[src/rtl/ripple_monitor.sv]
// ripple_monitor: follows a one-hot LED ripple, locks onto a correct rotation, flags and counts rotation errors and wraps
module ripple_monitor #(
  parameter int unsigned HOLD = 1,
  parameter int unsigned LOCK_N = 8
) (
  input  logic       clk,
  input  logic       rst_n,
  input  logic       led0,
  input  logic       led1,
  input  logic       led2,
  input  logic       led3,
  input  logic       led4,
  input  logic       led5,
  input  logic       led6,
  input  logic       led7,
  output logic [2:0] pos,
  output logic       valid,
  output logic       locked,
  output logic       err,
  output logic [7:0] err_cnt,
  output logic [7:0] wrap_cnt
);
  localparam logic [7:0] H = 8'(HOLD);
  localparam logic [7:0] L = 8'(LOCK_N);
  typedef enum logic [1:0] {SEARCH, TRACK, LOCKED} state_t;
  state_t state, state_nx;
  logic [7:0] s, dcnt, dcnt_nx, good, good_nx, err_cnt_nx, wrap_cnt_nx;
  logic [2:0] idx;
  logic oh, same, adv, viol, err_nx;
  always_comb begin
    idx = '0;
    for (int i = 0; i < 8; i++) if (s[i]) idx = 3'(i);
  end
  assign oh = (s != 8'd0) && ((s & (s - 8'd1)) == 8'd0);
  assign same = s == (8'd1 << pos);
  assign adv = oh && (idx == pos + 3'd1) && (dcnt == H);
  // dwell never exceeds HOLD while tracking, so a stall is "unchanged at HOLD"
  assign viol = (!same && !adv) || (same && dcnt == H);
  always_comb begin
    state_nx = state;
    dcnt_nx = dcnt;
    good_nx = good;
    err_nx = 1'b0;
    err_cnt_nx = err_cnt;
    wrap_cnt_nx = wrap_cnt;
    if (state == SEARCH) begin
      if (oh) begin
        state_nx = TRACK;
        dcnt_nx = 8'd1;
        good_nx = '0;
      end
    end else if (viol) begin
      state_nx = SEARCH;
      err_nx = state == LOCKED;
      if (state == LOCKED && err_cnt != 8'hff) err_cnt_nx = err_cnt + 8'd1;
    end else if (adv) begin
      dcnt_nx = 8'd1;
      if (pos == 3'd7) wrap_cnt_nx = wrap_cnt + 8'd1;
      if (state == TRACK) begin
        good_nx = good + 8'd1;
        if (good + 8'd1 == L) state_nx = LOCKED;
      end
    end else dcnt_nx = dcnt + 8'd1;
  end
  always_ff @(posedge clk or negedge rst_n)
    if (!rst_n) begin
      s <= '0;
      state <= SEARCH;
      dcnt <= '0;
      good <= '0;
      pos <= '0;
      valid <= 1'b0;
      err <= 1'b0;
      err_cnt <= '0;
      wrap_cnt <= '0;
    end else begin
      s <= {led7, led6, led5, led4, led3, led2, led1, led0};
      state <= state_nx;
      dcnt <= dcnt_nx;
      good <= good_nx;
      pos <= oh ? idx : pos;
      valid <= oh;
      err <= err_nx;
      err_cnt <= err_cnt_nx;
      wrap_cnt <= wrap_cnt_nx;
    end
  assign locked = state == LOCKED;
endmodule

[config.mk]
export PLATFORM = sky130hd
export DESIGN_NAME = ripple_monitor
export DESIGN_NICKNAME = d
export VERILOG_FILES = /design/src/rtl/ripple_monitor.sv
export SDC_FILE = /design/constraint.sdc
export NUM_CORES = 1
export LEC_CHECK = 0
export BUFFER_PORTS_ARGS = -buffer_cell sky130_fd_sc_hd__buf_2
export CORE_UTILIZATION = 45
export CTS_CLUSTER_DIAMETER = 100
export DETAILED_ROUTE_END_ITERATION = 8
export HOLD_SLACK_MARGIN = 0.02
export SYNTH_ARGS = -nofsm -noshare
export SYNTH_HDL_FRONTEND = slang
export SYNTH_SLANG_ARGS = --single-unit
[constraint.sdc]
create_clock -name clk -period 8.1 [get_ports clk]
set_input_delay 1.62 -clock clk [delete_from_list [all_inputs] [get_ports clk]]
set_output_delay 1.62 -clock clk [all_outputs]
set_load 0.01 [all_outputs]
==> Word level (Yosys, flattened, before mapping) <==
Index checks and enable logic that the tools add are counted.
{ "classes": {"n_shift": 1, "eq_ne": 10, "n_mux": 24, "n_bitwise": 3, "reduce_logical": 22, "addsub": 6} }
{ "op_table": {"columns": ["operator", "count"], "rows": [
  ["$mux 8", 9],
  ["$add 8x1->8 const B", 4],
  ["$mux 3", 5],
  ["$mux 2", 7],
  ["$reduce_and 4->1", 3],
  ["$reduce_bool 3->1", 3],
  ["$and 8x8->8", 1],
  ["$eq 8x1->1 const B", 1],
  ["$eq 8x4->1 const B", 1],
  ["$eq 8x8->1", 1],
  ["$logic_not 8->1", 1],
  ["$ne 8x8->1 const B", 1],
  ["$reduce_bool 8->1", 1],
  ["$shl 1x3->8 const A", 1],
  ["$sub 8x1->8 const B", 1],
  ["$logic_and 1x1->1", 6],
  ["$reduce_bool 2->1", 2],
  ["$add 3x1->3 const B", 1],
  ["$eq 3x3->1", 1],
  ["$eq 3x3->1 const B", 1],
  ["$mux 1", 3],
  ["$reduce_and 3->1", 1],
  ["$eq 2x1->1 const B", 1],
  ["$eq 2x2->1 const B", 1],
  ["other kinds (7)", 9]
]} }
{ "word_totals": {"elab_cells": 75, "regBits": 47} }

==> Logic depth before layout (Yosys ltp) <==
{ "depth": {"depth_word": 15, "ltp_mapped": 10, "mapped_depth_nobuf": 9} }

==> Worst setup path after synthesis <==
OpenSTA, ideal clock, no wires.
{ "synth_timing": {"kind": "reg2reg", "from": "register s[2]", "to": "register wrap_cnt[1]", "t_arrival_ns": 2.566, "required_ns": 7.973, "setup_time_ns": 0.127, "setup_slack_ns": 5.407, "path_buffers": 1, "stages_incl_launch_ff": 8, "cell_sequence": "dfrtp_1 > or4_4 > xnor2_2 > nor4_1 > o32ai_4 > buf_6 > nor4_4 > mux2_1"} }
{ "synth_between": {"elab_chain_len": 14, "word_cells_on_any_way": 22} }
{ "synth_lines": {"columns": ["item", "line", "rtl"], "rows": [
  ["start: declaration", "27", "logic [7:0] s, dcnt, dcnt_nx, good, good_nx, err_cnt_nx, wrap_cnt_nx;"],
  ["start signal: assignment", "77", "s <= {led7, led6, led5, led4, led3, led2, led1, led0};"],
  ["branches (longest 13 deep; another with $sub 8x1->8)", null, null],
  ["$reduce_and 4->1 (no source line) *", null, null],
  ["end signal: assignment", "85", "wrap_cnt <= wrap_cnt_nx;"],
  ["end: declaration", "21", "output logic [7:0] wrap_cnt"]
]} }
Mark *: on every way between the ends.
A chain may end at the register's enable or synchronous reset.

==> Worst setup path in the final report <==
{ "layout_timing": {"from": "register s[3]", "to": "register err_cnt[1]"} }
{ "layout_between": {"word_cells_on_any_way": 20} }
{ "layout_rtl": {"columns": ["item", "line", "rtl"], "rows": [
  ["$sub 8x1->8", "34", "assign oh = (s != 8'd0) && ((s & (s - 8'd1)) == 8'd0);"],
  ["$and 8x8->8", "34", null],
  ["$logic_not 8->1", "34", null],
  ["$logic_and 1x1->1 *", "34", null],
  ["net oh", "29", "logic oh, same, adv, viol, err_nx;"],
  ["$logic_and 1x1->1 * (2 in a row)", "36", "assign adv = oh && (idx == pos + 3'd1) && (dcnt == H);"],
  ["$logic_not 1->1 *", "38", "assign viol = (!same && !adv) || (same && dcnt == H);"],
  ["$logic_and 1x1->1 *", "38", null],
  ["$logic_or 1x1->1 *", "38", null],
  ["$reduce_and 3->1 (no source line) *", null, null],
  ["end signal: assignment", "84", "err_cnt <= err_cnt_nx;"],
  ["end: declaration", "20", "output logic [7:0] err_cnt,"]
]} }
The timed path passes the listed nets; every way through them passes the cells marked *.

==> reports/results.ini <==
[route]
vias = 2037
routed_wl_um = 5421
avgRoutedWirePerCell_um = 14.85
drt-pass1-iter-count = 4
drc = 0
via_per_inst = 5.581
first_iter_violations = 86
final_antenna_net_count = 0

[cts]
clk_path_buf_depth = 2
cts_inserted_buffers = 5
cts_setup_buffers = 0
cts_tree = done
hold_buffers = 0
h-tree-depth = 2
path_clk_slew_ns = 0.10
clock-sinks = 47
worstSkewPairLatency_ns = 0.31
clock_tree.root_cell = clkbuf_8
cts_resized = 0

[worst_setup_path]
path_class = flop to flop
worstSetupStartpointType = flop
cp.required_ns = 8.30
critical_path_arrival_ns = 3.23
cp_max_fo = 12
endpoint_kind = flop

[timing]
timing.final.crit_share_pct = 37.39
finClkSkew_ns = 0.006875
clock.fmax_mhz = 330.2
rsz0062_at_grt = false
slew_viol_final = 0
worst_slew_pin_slew_ns = 1.032
fin_setup_tns_ns = 0
setup_viol = 0
relSlewSlack_pct = 31.21
hold_viol = 0
layout_setup_ws_ns = 5.071
period_needed_ns = 3.029

[synthesis]
synth_top_area_share_pct = 43.72
synth_top_cell_by_area = dfrtp_1
async_flop_share_pct = 100.0
syn-num-nets = 282
yosysSeqAreaShare_pct = 43.72
yosysWarningCount = 0
avgSynthCellArea_um2 = 10.31
ys_ff_latch = 47
synth_edf_count = 0
synth_cell_types = 57
ys_top_cells_by_area = dfrtp_1 44%, ha_1 5.1%, xnor2_1 3.9%
synthCells = 261
ys.flop_type = dfrtp_1
synth_area_um2 = 2690

[power]
internal_power_uw = 345.1
peakVddDrop_v = 0.00008111
switching_share_pct = 31.80
p_comb_share_pct = 18.1
powerDensity_nw_per_um2 = 169.3
p_sw_uw = 160.9
seqPwrFrac_pct = 51.1
clkPwrFrac_pct = 30.8
p_leak_uw = 0.001432

[worst_hold_path]
min_path_type = flop to flop

[job]
cap_violations = 0

[die]
rows = 27
io_pins = 32
core-area_um2 = 5642
chipHeight_um = 79.32
die_area_um2 = 6291
die_x_um = 79.32
start_util_pct = 47.68

[finish]
n_antenna_cell = 0
layout_common_cells = 47 x dfrtp_1, 31 x buf_2, 16 x nor2_1, 16 x nand2_1
finish.utilization_pct = 52.98
fin_area_um2 = 2989
drive_gt1_share_pct = 19.11
final_nets = 313
layout_commonest_cell = dfrtp_1
synthToLayoutAreaGrowth_pct = 11.12

[global_routing]
grt_pass1_vias = 1963
gr-total-overflow = 0
grt_util_all_layers_pct = 19.07
grt_pass1_wl_um = 9315
grt_max_degree = 48
antenna_found_initial = 0

[place]
gp_congestion = 0.8205
portBuffers = 31
place_area_um2 = 2892
dp_hpwl_um = 3904
pre_cts_ws_ns = 5.072

[run_status]
run_status = completed

-- Yosys cell counts, types with 2 or more instances --
| master | number |
|---|---|
| nand2b_1 | 6 |
| nor3b_1 | 4 |
| o21ai_0 | 9 |
| nor4_1 | 5 |
| mux2i_1 | 2 |
| o32a_1 | 2 |
| clkbuf_1 | 2 |
| o21a_1 | 4 |
| ha_1 | 11 |
| and3_1 | 12 |
| nand3_1 | 11 |
| nor4_4 | 2 |
| or3_1 | 3 |
| a22o_1 | 2 |
| a31oi_1 | 4 |
| nand4_1 | 6 |
| xor2_1 | 6 |
| a21oi_1 | 12 |
| mux2_2 | 2 |
| buf_2 | 2 |
| nor3_2 | 3 |
| nor2_1 | 16 |
| nor2b_1 | 6 |
| a22oi_1 | 2 |
| xnor2_1 | 12 |
| nand2_1 | 16 |
| dfrtp_1 | 47 |
| buf_4 | 2 |
| and4_1 | 3 |
| inv_1 | 10 |
| o22ai_1 | 3 |
| and2_1 | 2 |
| a211o_1 | 4 |
| nor3_1 | 5 |
-- cell type report --
| cell class | instances | area (µm²) |
|---|---|---|
| Clock buffer | 5 | 68.82 |
| Inverter | 10 | 37.54 |
| Tap cell | 72 | 90.09 |
| Timing Repair Buffer | 31 | 155.1 |
| Multi-Input combinational cell | 197 | 1433 |
| Clock inverter | 3 | 28.78 |
| Fill cell | 517 | 2653 |
| Sequential cell | 47 | 1176 |
-- routing by layer --
metal | global-route usage [%] | routed length (µm) | vias to the layer above
met5 | 0 | 0 | -
met1 | 27.88 | 2827 | 987
li1 | - | - | 1020
met2 | 28.71 | 2409 | 24
met3 | 3.103 | 117 | 6
met4 | 6.000 | 67 | 0
-- registers in the layout, indices dropped and copies added (netlist names) --
name      cells
good          8
err           1
valid         1
s             8
state         2
wrap_cnt      8
err_cnt       8
dcnt          8
pos           3
-- stage by stage --
step           total power, µW  hold slack, ns  instances
3_3_place_gp             355.5          0.4667        357
5_1_grt                  534.5          0.5145        365
3_5_place_dp             355.6          0.4675        357
4_1_cts                  516.4          0.4819        365
2_1_floorplan            327.6          0.4753        261
6_report                 506.0          0.4815        365
-- cells by family after synthesis --
logic type | after synthesis | share of synthesized area (%)
DFF | 47 | 43.72
buffers and inverters | 17 | 3.023
xor gates and xnor gates | 19 | 6.465
muxes | 5 | 2.000
adders and majority gates | 12 | 5.488
and+or+nand+nor | 106 | 23.86
AOI/OAI and AO/OA | 55 | 15.44
-- worst max-delay path, cell delays in order, from the launching register on --
cell	delay, ns
dfrtp_1	0.46
or4_4	0.59
xnor2_2	0.13
nor4_1	0.08
o32ai_4	0.62
inv_1	0.25
a31oi_2	0.41
mux2_2	0.38
-- power groups by stage --
stage	clock, µW	sequential (µW)	combinational [µW]
final	156	259	91.4
after CTS	165	259	92.8
after detailed placement	0	263	92.1
after global routing	171	261	103
after floorplan	0	260	67.3
after global placement	0	263	92.3
-- final timing paths --
check,slack (ns),cells past startpoint,startpoint,end
setup / recovery,5.07,7,s[3],err_cnt[1]
hold reg to reg,0.48,1,wrap_cnt[7],wrap_cnt[7]
setup reg to reg,5.07,7,s[3],err_cnt[1]
max in group asynchronous,5.99,1,rst_n,dcnt[7]
hold / removal,0.48,1,wrap_cnt[7],wrap_cnt[7]
min in group asynchronous,1.49,1,rst_n,s[5]
Note: power is estimated with default switching activity, not from simulation.
